[config.mk]
export PLATFORM = sky130hd
export DESIGN_NAME = fwd_scoreboard
export DESIGN_NICKNAME = d
export VERILOG_FILES = /design/src/rtl/fwd_scoreboard.sv
export SDC_FILE = /design/constraint.sdc
export NUM_CORES = 1
export LEC_CHECK = 0
export ABC_CLOCK_PERIOD_IN_PS = 4600
export CAP_MARGIN = 20
export CORE_MARGIN = 2
export CORE_UTILIZATION = 53
export DETAILED_ROUTE_END_ITERATION = 6
export PLACE_DENSITY = 0.83
export SLEW_MARGIN = 10
export SYNTH_ARGS = -nofsm -noshare
export SYNTH_HDL_FRONTEND = slang
export SYNTH_SLANG_ARGS = --single-unit
[constraint.sdc]
create_clock -name clk -period 4.6 [get_ports clk]
set_input_delay 1.38 -clock clk [delete_from_list [all_inputs] [get_ports clk]]
set_output_delay 1.38 -clock clk [all_outputs]
set_load 0.01 [all_outputs]
[src/rtl/fwd_scoreboard.sv]
// fwd_scoreboard: shift-register scoreboard of in-flight writers producing EX/ID bypass selects and stalls.
// Optional macro FWD_STALL_CNT_EN adds a saturating 16-bit stall_cycles counter.
module fwd_scoreboard #(
    parameter int unsigned REG_AW     = 5,
    parameter int unsigned NUM_SRC    = 2,
    parameter int unsigned DEPTH      = 3,
    parameter int unsigned LOAD_READY = 2,
    localparam int unsigned SW        = $clog2(DEPTH + 1)
) (
    input  logic                      clk,
    input  logic                      rst_n,
    input  logic                      id_valid,
    input  logic [NUM_SRC*REG_AW-1:0] id_src,
    input  logic [NUM_SRC-1:0]        id_src_used,
    input  logic [REG_AW-1:0]         id_rd,
    input  logic                      id_regwrite,
    input  logic                      id_is_load,
    input  logic                      id_is_branch,
    input  logic                      id_flush,
    input  logic                      pipe_hold,
    output logic                      stall,
    output logic [NUM_SRC*SW-1:0]     fwd_ex_sel,
    output logic [NUM_SRC*SW-1:0]     br_fwd_sel
`ifdef FWD_STALL_CNT_EN
    ,
    output logic [15:0]               stall_cycles
`endif
);

    localparam logic [SW-1:0] LAST_K = SW'(DEPTH - 1);
    localparam logic [SW-1:0] LR_K   = SW'(LOAD_READY);
    localparam logic [SW-1:0] ONE_K  = SW'(1);

    logic [DEPTH-1:0]             vld_q;
    logic [DEPTH-1:0]             wen_q;
    logic [DEPTH-1:0]             ld_q;
    logic [DEPTH-1:0][REG_AW-1:0] rd_q;
    logic [NUM_SRC*SW-1:0]        fwd_q;
    logic [NUM_SRC*SW-1:0]        ex_cand;
    logic [NUM_SRC*SW-1:0]        br_sel;
    logic [NUM_SRC-1:0]           lu_haz;
    logic [NUM_SRC-1:0]           br_haz;
    logic                         enter;

    for (genvar g = 0; g < NUM_SRC; g++) begin : g_src
        logic [REG_AW-1:0]       src;
        logic [DEPTH:0]          c_found;
        logic [DEPTH:0]          c_ld;
        logic [DEPTH:0][SW-1:0]  c_idx;
        logic [SW-1:0]           kp1;
        logic [SW-1:0]           ex_c;
        logic [SW-1:0]           br_s;
        logic                    lu_h;
        logic                    br_h;

        assign src            = id_src[g*REG_AW +: REG_AW];
        assign c_found[DEPTH] = 1'b0;
        assign c_ld[DEPTH]    = 1'b0;
        assign c_idx[DEPTH]   = '0;

        // Priority chain from oldest to youngest: the lowest matching stage wins.
        for (genvar k = 0; k < DEPTH; k++) begin : g_stage
            logic hit;
            assign hit = id_src_used[g] && vld_q[k] && wen_q[k] &&
                         (rd_q[k] == src) && (src != '0);
            assign c_found[k] = hit | c_found[k+1];
            assign c_idx[k]   = hit ? SW'(k) : c_idx[k+1];
            assign c_ld[k]    = hit ? ld_q[k] : c_ld[k+1];
        end

        assign kp1 = c_idx[0] + ONE_K;

        always_comb begin
            ex_c = '0;
            lu_h = 1'b0;
            br_s = '0;
            br_h = 1'b0;
            if (c_found[0]) begin
                // Producer leaving WB has already written the register file.
                if (c_idx[0] != LAST_K) begin
                    if (!c_ld[0] || (kp1 >= LR_K)) ex_c = kp1;
                    else                            lu_h = 1'b1;
                end
                if (id_is_branch) begin
                    if (c_ld[0] ? (c_idx[0] >= LR_K) : (c_idx[0] != '0)) br_s = c_idx[0];
                    else                                                  br_h = 1'b1;
                end
            end
        end

        assign ex_cand[g*SW +: SW] = ex_c;
        assign br_sel[g*SW +: SW]  = br_s;
        assign lu_haz[g]           = lu_h;
        assign br_haz[g]           = br_h;
    end

    assign stall      = id_valid && !id_flush && ((|lu_haz) || (|br_haz));
    assign enter      = id_valid && !id_flush && !stall;
    assign fwd_ex_sel = fwd_q;
    assign br_fwd_sel = br_sel;

    // Scoreboard shift; a stalled or flushed ID slot becomes a bubble.
    always_ff @(posedge clk or negedge rst_n) begin
        if (!rst_n) begin
            vld_q <= '0;
            wen_q <= '0;
            ld_q  <= '0;
            rd_q  <= '0;
            fwd_q <= '0;
        end else if (!pipe_hold) begin
            vld_q <= {vld_q[DEPTH-2:0], enter};
            wen_q <= {wen_q[DEPTH-2:0], id_regwrite};
            ld_q  <= {ld_q[DEPTH-2:0], id_is_load};
            rd_q  <= {rd_q[DEPTH-2:0], id_rd};
            fwd_q <= enter ? ex_cand : '0;
        end
    end

`ifdef FWD_STALL_CNT_EN
    logic [15:0] cnt_q;

    always_ff @(posedge clk or negedge rst_n) begin
        if (!rst_n) begin
            cnt_q <= '0;
        end else if (stall && !pipe_hold && (cnt_q != 16'hFFFF)) begin
            cnt_q <= cnt_q + 16'd1;
        end
    end

    assign stall_cycles = cnt_q;
`endif

endmodule

== Word level (Yosys, flattened, before mapping) ==
Index checks and enable logic that the tools add are counted.
Operators by class
  reductions and logical operators: 40
  bitwise gates (word level): 4
  equality and inequality tests: 8
  $lt $le $gt $ge: 4
  muxes and demuxes: 39
  add/sub/neg operators: 2
Operators with widths (number)
  2-to-1 mux 2 bit: 18
  equality test 5 bit: 6
  logical AND 1 bit: 27
  2-to-1 mux 1 bit: 20
  nonzero test 5 bit: 2
  >= comparator 2 bit (second input constant): 4
  adder 2 x 1 -> 2 bit (second input constant): 2
  zero test 1 bit: 4
  2-to-1 mux 4 bit: 1
  != test 2 bit (second input constant): 2
  bitwise OR 1 bit: 4
  nonzero test 2 bit: 2
  OR reduction 2 bit: 2
  logical OR 1 bit: 3
Storage, ports and cells
  input port bits: 25
  register bits after elaboration: 28
  output and inout port bits: 9
  word-level logic and storage cells: 104

== Logic depth before layout (Yosys ltp) ==
  depth in word-level cells: 19
  depth in mapped cells: 6

== Worst setup path before layout ==
Ideal clock, no wire load.
  path kind: input port to output port
  start point: input id_src[5]
  end point: output stall
  stages on the path: 6
  slack: 0.663 ns
  required time: 3.220 ns
  arrival: 2.557 ns
  path buffers: 0
  path through: or4_1 > o21ai_2 > or3_4 > nand2_4 > o21ai_4 > a21oi_1
On the way
  longest elaborated chain between the ends: 15
  elaborated cells on any way between the ends: 36
  classes of those cells: add/sub (1); order compare (2); eq/ne (4); mux (13); bitwise (2); reduce/logical (14)
Ends and longest elaborated chain
  start, declared: RTL line 13  | input logic [NUM_SRC*REG_AW-1:0] id_src,
  equality test 5 bit: RTL line 65  | (rd_q[k] == src) && (src != '0);
  logical AND 1 bit: RTL line 64  | assign hit = id_src_used[g] && vld_q[k] && wen_q[k] &&
  logical AND 1 bit: RTL line 65
  2-to-1 mux 2 bit (3 in series): RTL line 67  | assign c_idx[k] = hit ? SW'(k) : c_idx[k+1];
  adder 2 x 1 -> 2 bit: RTL line 71  | assign kp1 = c_idx[0] + ONE_K;
  >= comparator 2 bit: RTL line 81  | if (!c_ld[0] || (kp1 >= LR_K)) ex_c = kp1;
  logical OR 1 bit: RTL line 81
  2-to-1 mux 1 bit: RTL line 81
  2-to-1 mux 1 bit: RTL line 80  | if (c_idx[0] != LAST_K) begin
  2-to-1 mux 1 bit: RTL line 78  | if (c_found[0]) begin
  OR reduction 2 bit: RTL line 97  | assign stall = id_valid && !id_flush && ((|lu_haz) || (|br_haz));
  logical OR 1 bit (*): RTL line 97
  logical AND 1 bit (*): RTL line 97
  end, declared: RTL line 21  | output logic stall,
Mark *: on every way between the ends. The rest lies on a longest branch, timed or not.

== Worst setup path in the final report ==
Same ends and word-level chain as after synthesis.

==> results.yml <==
setup_path:
  cp-endpoint: "stall"
  required_ns: 3.22
  critPathMaxFanout: 4
  reg2reg_depth: 7
  criticalPathCategory: "in2out"
  crit_start: "id_src[5]"
  r2r_end: "fwd_ex_sel[3]"
  crit_arrival_ns: 3.09
  cp-start-kind: "input port"
  r2r_slack_ns: 2.69
  worstSetupEndpointType: "output pin"
  r2r-start: "rd_q[7]"
cts:
  worstSkewPairLatency_ns: 0.33
  cts_max_path_buffers: 2
  cts_root_buffer: "clkbuf_4"
  post-cts-setup-buffers: 0
  clock-sinks: 27
  cts_buffers: 3
  cts_tree: "done"
  ctsHoldBuffers: 0
  clk_pin_slew_ns: 0.14
  cts.htree.levels: 1
placed_design:
  hpwlAfterDp_um: 2540
  globalplace.congestion: 0.959
  preCtsSetupSlack_ns: -0.406
  io_buffers: 33
synth:
  yosys.area_share.simple_pct: 14.8
  synth_xor_area_share_pct: 17.2
  syn_area_um2: 1530
  synth_top_family_by_area: "XOR/XNOR gates"
  yosysSeqAreaShare_pct: 44.2
  yosys.area.top_type: "dfrtp_1"
  synth_top_area_share_pct: 44.2
  synth-compound-area-share_pct: 5.89
  ys.flop_type: "dfrtp_1"
  synthCells: 129
  avgSynthCellArea_um2: 11.9
  synth_edf_count: 0
  syn_nets: 154
  netlist_top_cells_area: "dfrtp_1 (44%), mux2_2 (16%), xnor2_1 (15%)"
  async_flop_share_pct: 100
  ys.warnings.count: 0
  synth_fa_ha_area_share_pct: 0
  ys_seq_elements: 27
  synth.area.mux_share_pct: 16.2
  synth.distinct_cells: 28
global_routing:
  track_usage_pct: 21.7
  grt_pass1_vias: 1231
  antenna_found_initial: 0
  grt_max_degree: 29
  grt_pass1_wl_um: 5490
  grt_overflow: 0
drt:
  drtAntennaViolNets: 0
  wire_per_inst_um: 15.4
  wl_um: 3210
  routed_via_density: 5.50
  vias: 1149
  drcViolationCount: 0
  drtPass1Iterations: 4
  drtIter0Drc: 19
die:
  die-area_um2: 3330
  rows: 19
  die_h_um: 57.7
  die_w_um: 57.7
  core_um2: 2760
  start_util_pct: 55.4
  ioPinCount: 34
finish:
  area_growth_pct: 30.9
  diodes: 0
  nets: 204
  final_common_cell: "dfrtp_1"
  drive_gt1_share_pct: 29.8
  layout_common_cells: "dfrtp_1 (27), xnor2_1 (26), mux2_2 (22)"
timing:
  fin_crit_ns: 4.47
  rsz0062_at_grt: "no"
  skew_ns: 0.00479
  worst_slack_ns: 0.129
  slew_viol_final: 0
  tightest_slew_ns: 0.345
  slew_headroom_pct: 77.0
  setup_violations: 0
  hold_viol: 0
  max_freq_ghz: 0.224
  fin_hold_ws_ns: 0.509
  fin_crit_sh_pct: 97.2
power:
  p_per_area_nw_per_um2: 266
  p_leak_nw: 0.822
  ir_drop_mv: 0.271
min_path:
  hold_class: "reg2reg"
job:
  maxCapViolations: 0
outcome:
  status: "finished clean"
==> worst max-delay path: stages <==
cell and delay, ns:
dlygate4sd2_1 0.29, or4_4 0.56, o21ai_2 0.16, or3_4 0.18, nand2_4 0.06, o21ai_4 0.15
a21oi_1 0.08, clkdlybuf4s15_2 0.22
==> synthesized netlist by cell type, drive strengths merged, types with 2 or more instances <==
library cell	n
nand3	4
and3	3
o21ai	5
nand4	6
or3	5
or4	2
mux2	22
dfrtp	27
buf	2
xor2	4
nand2	4
nor4	2
nand2b	4
xnor2	26
a21oi	2
nor2	4
==> layer usage <==
layer | part of all wire, % | vias to the layer above | GRT usage [%]
li1 | - | 558 | -
met1 | 42 | 546 | 26.5
met2 | 50 | 39 | 37.8
met3 | 6.0 | 6 | 3.13
met4 | 2.0 | 0 | 10.3
met5 | 0 | - | 0
==> sequential cells by signal, indices dropped and copies added, names as in the netlist <==
name and flops:
ld_q 2, rd_q 15, wen_q 3, fwd_ex_sel 4
vld_q 3
==> worst min-delay path by stage <==
stage	start	end	slack (ns)	cells past startpoint
5_1_grt	vld_q[2]	vld_q[2]	0.55	1
2_1_floorplan	wen_q[2]	wen_q[2]	0.47	1
6_report	fwd_ex_sel[0]	fwd_ex_sel[0]	0.51	2
3_5_place_dp	fwd_ex_sel[2]	fwd_ex_sel[2]	0.48	2
4_1_cts	fwd_ex_sel[2]	fwd_ex_sel[2]	0.51	2
3_3_place_gp	fwd_ex_sel[0]	fwd_ex_sel[0]	0.47	2
==> layout make-up <==
cell class	instances	area, um2
clock buffers	4	26.3
fillers	221	756
multi-input cells	99	835
flip-flops and latches	27	676
well taps	31	38.8
repair buffers	48	427
==> through the flow <==
stage                     instances  area (um2)  utilization, %  power [mW]  setup TNS, ns
final                           209        2000            72.6       0.533              0
after global placement          205        1980            72.0       0.431          -1.36
after CTS                       209        2000            72.6       0.539              0
after floorplan                 129        1530               -       0.377              0
after detailed placement        205        1980            72.0       0.437          -1.65
after global routing            209        2000            72.6       0.564              0
==> report_power, final <==
group          total, mW  leakage, nW  internal (mW)  switching [mW]
clock              0.105       0.0150         0.0341          0.0708
combinational      0.129        0.477         0.0811          0.0478
sequential         0.299        0.330          0.266          0.0336
==> logic make-up after synthesis <==
logic type                count (synthesis)
AOI/OAI and AO/OA                        11
xor gates and xnor gates                 30
buffers and inverters                     3
DFF                                      27
muxes                                    22
and+or+nand+nor                          36
==> timing repair <==
action                                 CTS  global route
endpoints found under the hold margin    0             0
resized for setup                       19             0
setup endpoints to repair                5             0
Power figures use the tool's default switching activity.
